===== src/rtl/sr_pkg.sv =====
// Shared types and constants for the SR excitation driver and its helpers.
package sr_pkg;

    // Per-bit sequencing states of the driver.
    typedef enum logic [1:0] {
        IDLE   = 2'd0,
        DRIVE  = 2'd1,
        SETTLE = 2'd2,
        CHECK  = 2'd3
    } sr_state_e;

    // Excitation codes, packed as {S, R}.
    localparam logic [1:0] SR_HOLD = 2'b00;
    localparam logic [1:0] SR_SET  = 2'b10;
    localparam logic [1:0] SR_RST  = 2'b01;

endpackage


===== src/rtl/sr_excite.sv =====
// SR flip-flop excitation table: (present Q, wanted next Q) -> {S, R}.
// Don't-care entries resolve to HOLD, so the illegal 11 code cannot appear.
module sr_excite
    import sr_pkg::*;
(
    input  logic       q_i,
    input  logic       t_i,
    output logic [1:0] sr_o
);

    // Map the present/next pair onto the minimal legal drive.
    always_comb begin
        sr_o = SR_HOLD;
        case ({q_i, t_i})
            2'b01:   sr_o = SR_SET;
            2'b10:   sr_o = SR_RST;
            default: sr_o = SR_HOLD;
        endcase
    end

endmodule


===== src/rtl/sr_excite_driver.sv =====
// Serializes target words (LSB first) onto a clocked SR flip-flop through
// its excitation table, then checks that Q landed on each target bit.
// Each bit uses three cycles: DRIVE (compute), SETTLE (S/R visible),
// CHECK (compare q_fb against the target).
module sr_excite_driver
    import sr_pkg::*;
#(
    parameter int WIDTH = 8,
    parameter int ERRW  = 8
) (
    input  logic             clk,
    input  logic             rst_n,
    input  logic             tgt_valid,
    output logic             tgt_ready,
    input  logic [WIDTH-1:0] tgt_data,
    input  logic             q_fb,
    input  logic             clr_err,
    output logic             S,
    output logic             R,
    output logic             busy,
    output logic             done,
    output logic             mismatch,
    output logic [ERRW-1:0]  err_count
);

    localparam int              IW       = (WIDTH > 1) ? $clog2(WIDTH) : 1;
    localparam logic [IW-1:0]   LAST_IDX = IW'(WIDTH - 1);
    localparam logic [ERRW-1:0] ERR_MAX  = {ERRW{1'b1}};

    sr_state_e        state_q, state_d;
    logic [WIDTH-1:0] shreg_q, shreg_d;
    logic [IW-1:0]    idx_q, idx_d;
    logic             s_q, s_d;
    logic             r_q, r_d;
    logic             ready_q, ready_d;
    logic             busy_q, busy_d;
    logic             done_q, done_d;
    logic             mism_q, mism_d;
    logic [ERRW-1:0]  err_q, err_d;

    logic [1:0]       exc_s;
    logic             bit_miss_s;

    // The current target bit is always the shift register LSB.
    sr_excite u_excite (
        .q_i  (q_fb),
        .t_i  (shreg_q[0]),
        .sr_o (exc_s)
    );

    // Bit compare written as equality-else so an unknown q_fb lands on the miss branch.
    always_comb begin
        if (q_fb == shreg_q[0]) begin
            bit_miss_s = 1'b0;
        end else begin
            bit_miss_s = 1'b1;
        end
    end

    // Next-state, drive and bookkeeping logic for the bit sequencer.
    always_comb begin
        state_d = state_q;
        shreg_d = shreg_q;
        idx_d   = idx_q;
        s_d     = 1'b0;
        r_d     = 1'b0;
        done_d  = 1'b0;
        mism_d  = mism_q;
        err_d   = err_q;

        case (state_q)
            IDLE: begin
                if (tgt_valid && ready_q) begin
                    shreg_d = tgt_data;
                    idx_d   = {IW{1'b0}};
                    mism_d  = 1'b0;
                    state_d = DRIVE;
                end else begin
                    state_d = IDLE;
                end
            end
            DRIVE: begin
                s_d     = exc_s[1];
                r_d     = exc_s[0];
                state_d = SETTLE;
            end
            SETTLE: begin
                // S/R drop back to 0 on the same edge the flip-flop samples them.
                state_d = CHECK;
            end
            CHECK: begin
                if (bit_miss_s) begin
                    mism_d = 1'b1;
                end else begin
                    mism_d = mism_q;
                end
                if (idx_q == LAST_IDX) begin
                    done_d  = 1'b1;
                    state_d = IDLE;
                end else begin
                    idx_d   = idx_q + IW'(1);
                    shreg_d = shreg_q >> 1;
                    state_d = DRIVE;
                end
            end
            default: begin
                state_d = IDLE;
            end
        endcase

        // Clear wins over a same-cycle increment; the count sticks at its maximum.
        if (clr_err) begin
            err_d = {ERRW{1'b0}};
        end else if ((state_q == CHECK) && bit_miss_s && (err_q != ERR_MAX)) begin
            err_d = err_q + ERRW'(1);
        end else begin
            err_d = err_q;
        end

        ready_d = (state_d == IDLE);
        busy_d  = (state_d != IDLE);
    end

    // State and registered outputs; reset drops any word in flight without a done pulse.
    always_ff @(posedge clk) begin
        if (!rst_n) begin
            state_q <= IDLE;
            shreg_q <= {WIDTH{1'b0}};
            idx_q   <= {IW{1'b0}};
            s_q     <= 1'b0;
            r_q     <= 1'b0;
            ready_q <= 1'b1;
            busy_q  <= 1'b0;
            done_q  <= 1'b0;
            mism_q  <= 1'b0;
            err_q   <= {ERRW{1'b0}};
        end else begin
            state_q <= state_d;
            shreg_q <= shreg_d;
            idx_q   <= idx_d;
            s_q     <= s_d;
            r_q     <= r_d;
            ready_q <= ready_d;
            busy_q  <= busy_d;
            done_q  <= done_d;
            mism_q  <= mism_d;
            err_q   <= err_d;
        end
    end

    assign tgt_ready = ready_q;
    assign S         = s_q;
    assign R         = r_q;
    assign busy      = busy_q;
    assign done      = done_q;
    assign mismatch  = mism_q;
    assign err_count = err_q;

endmodule


===== config.mk =====
export PLATFORM = sky130hd
export DESIGN_NAME = sr_excite_driver
export DESIGN_NICKNAME = d
export VERILOG_FILES = /design/src/rtl/sr_pkg.sv /design/src/rtl/sr_excite.sv /design/src/rtl/sr_excite_driver.sv
export SDC_FILE = /design/constraint.sdc
export NUM_CORES = 1
export LEC_CHECK = 0
export ABC_CLOCK_PERIOD_IN_PS = 1700
export CAP_MARGIN = 20
export CORE_MARGIN = 2
export CORE_UTILIZATION = 45
export CTS_CLUSTER_DIAMETER = 80
export DETAILED_ROUTE_END_ITERATION = 16
export PLACE_DENSITY = 0.75
export REMOVE_ABC_BUFFERS = 1
export SYNTH_ARGS = -nofsm -noshare
export SYNTH_HDL_FRONTEND = slang
export SYNTH_SLANG_ARGS = --single-unit

===== constraint.sdc =====
create_clock -name clk -period 1.7 [get_ports clk]
set_input_delay 0.425 -clock clk [delete_from_list [all_inputs] [get_ports clk]]
set_output_delay 0.425 -clock clk [all_outputs]
set_load 0.02 [all_outputs]

After elaboration in Yosys (flattened, before gate mapping)
Cells that the tools add are included.
{"block": "word_totals", "reg_bits": 27, "out_inout_bits": 14, "wordCells": 51}
{"block": "classes", "addsub": 2, "eq_ne": 11, "muxes": 15, "bitwise": 1, "reduce_logical": 12}
{"op": "8-bit 2-to-1 mux", "count": 2}
{"op": "8-bit one-hot mux with 2 select lines", "count": 1}
{"op": "8-bit by 1-bit adder with 8-bit output, second input constant", "count": 1}
{"op": "8-bit inequality test, second input constant", "count": 1}
{"op": "2-bit one-hot mux with 4 select lines", "count": 1}
{"op": "2-bit == test, second input constant", "count": 3}
{"op": "1-bit 2-to-1 mux", "count": 6}
{"op": "3-bit 2-to-1 mux", "count": 2}
{"op": "2-bit inequality test, second input constant", "count": 3}
{"op": "3-bit one-hot mux with 2 select lines", "count": 1}
{"op": "3-bit AND reduction", "count": 2}
{"op": "2-bit by 1-bit == test with 1-bit output, second input constant", "count": 2}
{"op": "2-bit logical NOT", "count": 2}
{"op": "2-bit one-hot mux with 2 select lines", "count": 1}
{"op": "2-bit AND reduction", "count": 2}
{"op": "2-bit nonzero test", "count": 2}
{"op": "3-bit by 1-bit adder with 3-bit output, second input constant", "count": 1}
{"op": "3-bit == test, second input constant", "count": 1}
{"op": "1-bit logical AND", "count": 3}
{"op": "1-bit one-hot mux with 2 select lines", "count": 1}
{"op": "2-bit OR reduction", "count": 1}
{"op": "1-bit == test", "count": 1}
{"op": "1-bit inverter", "count": 1}

Logic depth before layout (Yosys ltp)
{"block": "depth", "ltp_word": 4, "ltp_mapped": 6}

Modules after synthesis
A second synthesis with hierarchy kept.
{"block": "unflattened", "cells_unflattened": 137, "area_unflattened_um2": 1306.3}
{"module": "sr_excite_driver", "instances": 1, "cells_per_inst": 135, "area_per_inst_um2": 1291.2}
{"module": "sr_excite", "instances": 1, "cells_per_inst": 2, "area_per_inst_um2": 15.0}

Worst setup path after synthesis
OpenSTA, ideal clock, no wires.
{"block": "synth_path", "path_type": "in2reg", "startpoint": "in q_fb", "endpoint": "reg err_q[2] (netlist: err_count[2])", "setup_time_ps": 72, "arrival_time_ps": 1389, "required_time_ps": 1628, "path_slack_ps": 239, "cell_stages": 5, "path_cell_list": "inv_1 -> ha_1 -> nand2b_1 -> a211oi_1 -> mux2i_1"}
{"block": "synth_between", "elab_chain_len": 4}
{"element": "from (decl)", "line": "sr_excite_driver.sv:16", "source": "input logic q_fb,"}
{"element": "1-bit == test", "line": "sr_excite_driver.sv:53", "source": "if (q_fb == shreg_q[0]) begin"}
{"element": "1-bit 2-to-1 mux", "line": "sr_excite_driver.sv:53"}
{"element": "1-bit logical AND (2 in series)", "line": "sr_excite_driver.sv:114", "source": "end else if ((state_q == CHECK) && bit_miss_s && (err_q != ERR_MAX)) begin"}
{"element": "to (signal assigned)", "line": "sr_excite_driver.sv:136", "source": "err_q <= {ERRW{1'b0}};"}
{"element": "to (signal assigned)", "line": "sr_excite_driver.sv:147", "source": "err_q <= err_d;"}
{"element": "to (decl)", "line": "sr_excite_driver.sv:39", "source": "logic [ERRW-1:0] err_q, err_d;"}
No other way between the ends.
A chain may end at the register's enable or synchronous reset.

Final worst setup path
{"block": "layout_path", "startpoint": "in q_fb", "endpoint": "reg err_q[7] (netlist: err_count[7])"}
The elaborated chain is that of the path after synthesis.

==> flow_metrics.py <==
metrics = {
    "outcome": {
        "status": "completed",
    },
    "floorplanning": {
        "die_h_um": 59.9,
        "coreArea_mm2": 0.00300,
        "num_rows": 20,
        "dieWidth_um": 59.9,
        "initial_utilization_pct": 46.8,
        "dieArea_mm2": 0.00359,
        "boundaryPins": 27,
    },
    "flow_run": {
        "maxCapViolations": 0,
    },
    "sta": {
        "worst_slew_pin_slew_ns": 0.292,
        "finalMaxSlewViolations": 0,
        "max_freq_mhz": 612,
        "hold_viol_final": 0,
        "rsz0062_at_grt": "false",
        "clock_skew_ns": 0.00768,
        "max_slew_margin_pct": 80.5,
        "setup_viol": 0,
        "fin_crit_sh_pct": 96.1,
        "min_period_ns": 1.63,
        "hold-worst-slack_ns": 0.503,
    },
    "worst_setup_path": {
        "critical_path_required_ns": 1.99,
        "r2r-start": "idx_q[0]",
        "cp_max_fo": 4,
        "reg2reg_to": "shreg_q[2]",
        "max_stage_delay_ns": 0.48,
        "crit_path_top_delay_cell": "clkdlybuf4s50_1",
        "start_kind": "primary input",
        "crit_chain": "clkdlybuf4s50_1 > inv_1 > ha_1 > and4b_4 > a31oi_1 > a211oi_2",
        "path_class": "in -> reg",
        "reg2reg_slack_ns": 0.14,
        "crit_path_end_kind": "flip-flop",
        "worstRegToRegCells": 6,
        "cp_data_arrival_time_ns": 1.92,
    },
    "final_layout": {
        "num_antenna_cells": 0,
        "fillerInstances": 286,
        "final_util_pct": 58.9,
        "drive_gt1_share_pct": 15.9,
        "nets": 193,
        "area.growth.synth_to_final_pct": 25.8,
    },
    "power": {
        "p_leak_uw": 0.000801,
        "peakVddDrop_mv": 0.610,
        "power.density_mw_per_mm2": 1060,
    },
    "synth": {
        "ys_seq_area_share_pct": 38.4,
        "ys_seq_elements": 27,
        "ys_warn_count": 0,
        "synth.distinct_cells": 42,
        "synth_flop_cell": "dfxtp_1",
        "synth_edf_count": 0,
        "synth_area_leaders": "dfxtp_1, ha_1, mux2i_1",
        "synth_top_area_cell": "dfxtp_1",
        "netlist_area_mm2": 0.00141,
        "syn_avg_cell_area_um2": 10.2,
        "synthCells": 138,
        "async_reset_ff_share_pct": 0,
        "synth_top_area_share_pct": 38.4,
    },
    "grt": {
        "grt_use_total_pct": 17.8,
        "met2_usage_pct": 30.6,
        "antenna_found_initial": 0,
        "grt-busiest-layer": "met2",
        "gr-usage-met1_pct": 21.1,
        "grt_max_degree": 16,
        "grt_pass1_wl_mm": 4.82,
        "gr-total-overflow": 0,
        "gr-usage-met3_pct": 2.81,
        "grt_pass1_vias": 1119,
    },
    "clock_network": {
        "cts_setup_buffers": 0,
        "cts_tree": "done",
        "cts_buffers": 3,
        "cts.sinks": 27,
        "clk_pin_slew_ns": 0.15,
        "root_buffer": "clkbuf_4",
        "clock_latency_ns": 0.35,
        "ctsHoldBuffers": 0,
        "ctsLongestPathBuffers": 2,
        "htree_levels": 1,
        "cts_resized": 15,
    },
    "route": {
        "num_vias": 1188,
        "wl_per_cell_um": 14.3,
        "viasPerCell": 5.85,
        "drc_errors": 0,
        "drtIter0Drc": 31,
        "antenna_left": 0,
        "dr.pass1.iters": 4,
        "routed_wl_mm": 2.91,
    },
    "hold_path": {
        "min_to": "shreg_q[7]",
        "min-delay-start": "shreg_q[7]",
        "hold_depth": 2,
        "worstHoldPathType": "reg -> reg",
    },
    "placed_design": {
        "dp_hpwl_mm": 2.06,
        "globalplace.congestion": 0.810,
        "portBuffers": 26,
    },
}
stage by stage:
step	area (um2)	instances	power [uW]	TNS, ns	setup WS, ns
2_1_floorplan	1370	132	1320	-0.0147	-0.0147
6_report	1770	203	1880	0	0.0659
3_3_place_gp	1730	199	1570	-2.24	-0.346
5_1_grt	1770	203	2010	0	0.0153
3_5_place_dp	1730	199	1600	-2.58	-0.355
4_1_cts	1740	203	1880	0	0.0111
power breakdown:
group / leakage, uW / internal, uW / switching [uW]
Combinational: 0.000562 / 354 / 396
Sequential: 0.000221 / 763 / 69.8
Clock: 0.0000177 / 89.1 / 209
Total: 0.000801 / 1210 / 675
cells in the mapped netlist, drive strengths merged (2+ instances only):
library cell and number:
o211a 8, a311oi 2, mux2i 11, nand2 6
a21boi 5, a211oi 4, o21ai 2, ha 9
a31oi 4, nand4 9, buf 5, nand3 3
nand2b 5, nand4b 2, dfxtp 27, o31ai 4
and3 5, and4 2, inv 7, nor3 2
and2 4
cell type report:
| cell class | instances | area [um2] | area share [%] |
|---|---|---|---|
| multi-input combinational | 98 | 830 | 46.9 |
| sequential | 27 | 542 | 30.6 |
| timing repair buffer | 34 | 303 | 17.1 |
| tap | 33 | 41.3 | 2.33 |
| inverter | 7 | 26.3 | 1.49 |
| clock buffer | 3 | 22.5 | 1.27 |
| clock inverter | 1 | 5.00 | 0.283 |
state kept, by name (all words and copies together), names as in the netlist:
| register | flops |
|---|---|
| err_count | 8 |
| shreg_q | 8 |
| idx_q | 3 |
| state_q | 2 |
| R | 1 |
| S | 1 |
| busy | 1 |
| done | 1 |
| mismatch | 1 |
| tgt_ready | 1 |
critical path: cells and delay by family:
kind | cells | cell delay [ns]
buffers and inverters | 2 | 0.53
AND/OR/NAND/NOR | 1 | 0.35
adder cells (fa/ha/maj) | 1 | 0.33
AO/OA/AOI/OAI | 2 | 0.29
kinds of logic (layout without fill, tap and decap cells):
kind of cell    after synthesis  after routing  synth area share, %
mux                          11             11                 7.83
simple gates                 44             44                 20.2
flops                        27             27                 38.4
compound gates               34             34                 21.0
buf+inv                      13             45                 4.54
fa+ha+maj                     9              9                 8.01
worst max path at each step:
stage | start | to | slack (ns) | depth (start not counted)
floorplan | state_q[0] | err_count[2] | -0.01 | 4
CTS | q_fb | err_count[2] | 0.01 | 6
detailed placement | q_fb | err_count[2] | -0.36 | 6
finish | q_fb | err_count[7] | 0.07 | 6
global placement | q_fb | err_count[2] | -0.35 | 6
global route | q_fb | err_count[4] | 0.02 | 6
layout by cell type (no fill, tap or decap), types with 2 or more instances in the layout:
master | Yosys | final
dfxtp_1 | 27 | 26
dlygate4sd2_1 | 0 | 14
clkdlybuf4s50_1 | 0 | 12
mux2i_1 | 11 | 11
nand4_1 | 9 | 9
o211a_1 | 8 | 8
ha_1 | 9 | 8
buf_4 | 1 | 8
inv_1 | 7 | 7
and3_1 | 5 | 5
nand2_1 | 5 | 5
and2_1 | 4 | 4
o31ai_1 | 4 | 4
a31oi_1 | 4 | 4
nand2b_1 | 5 | 4
nand3_1 | 3 | 3
a21boi_1 | 3 | 3
a211oi_2 | 1 | 3
clkbuf_4 | 0 | 3
nand4b_1 | 2 | 2
o21ai_0 | 2 | 2
per-layer routing:
layer	vias up	routed length, um
met5	-	0
met4	0	63
met3	5	98
met2	31	1430
met1	566	1320
li1	586	-
(Power assumes the default switching activity.)
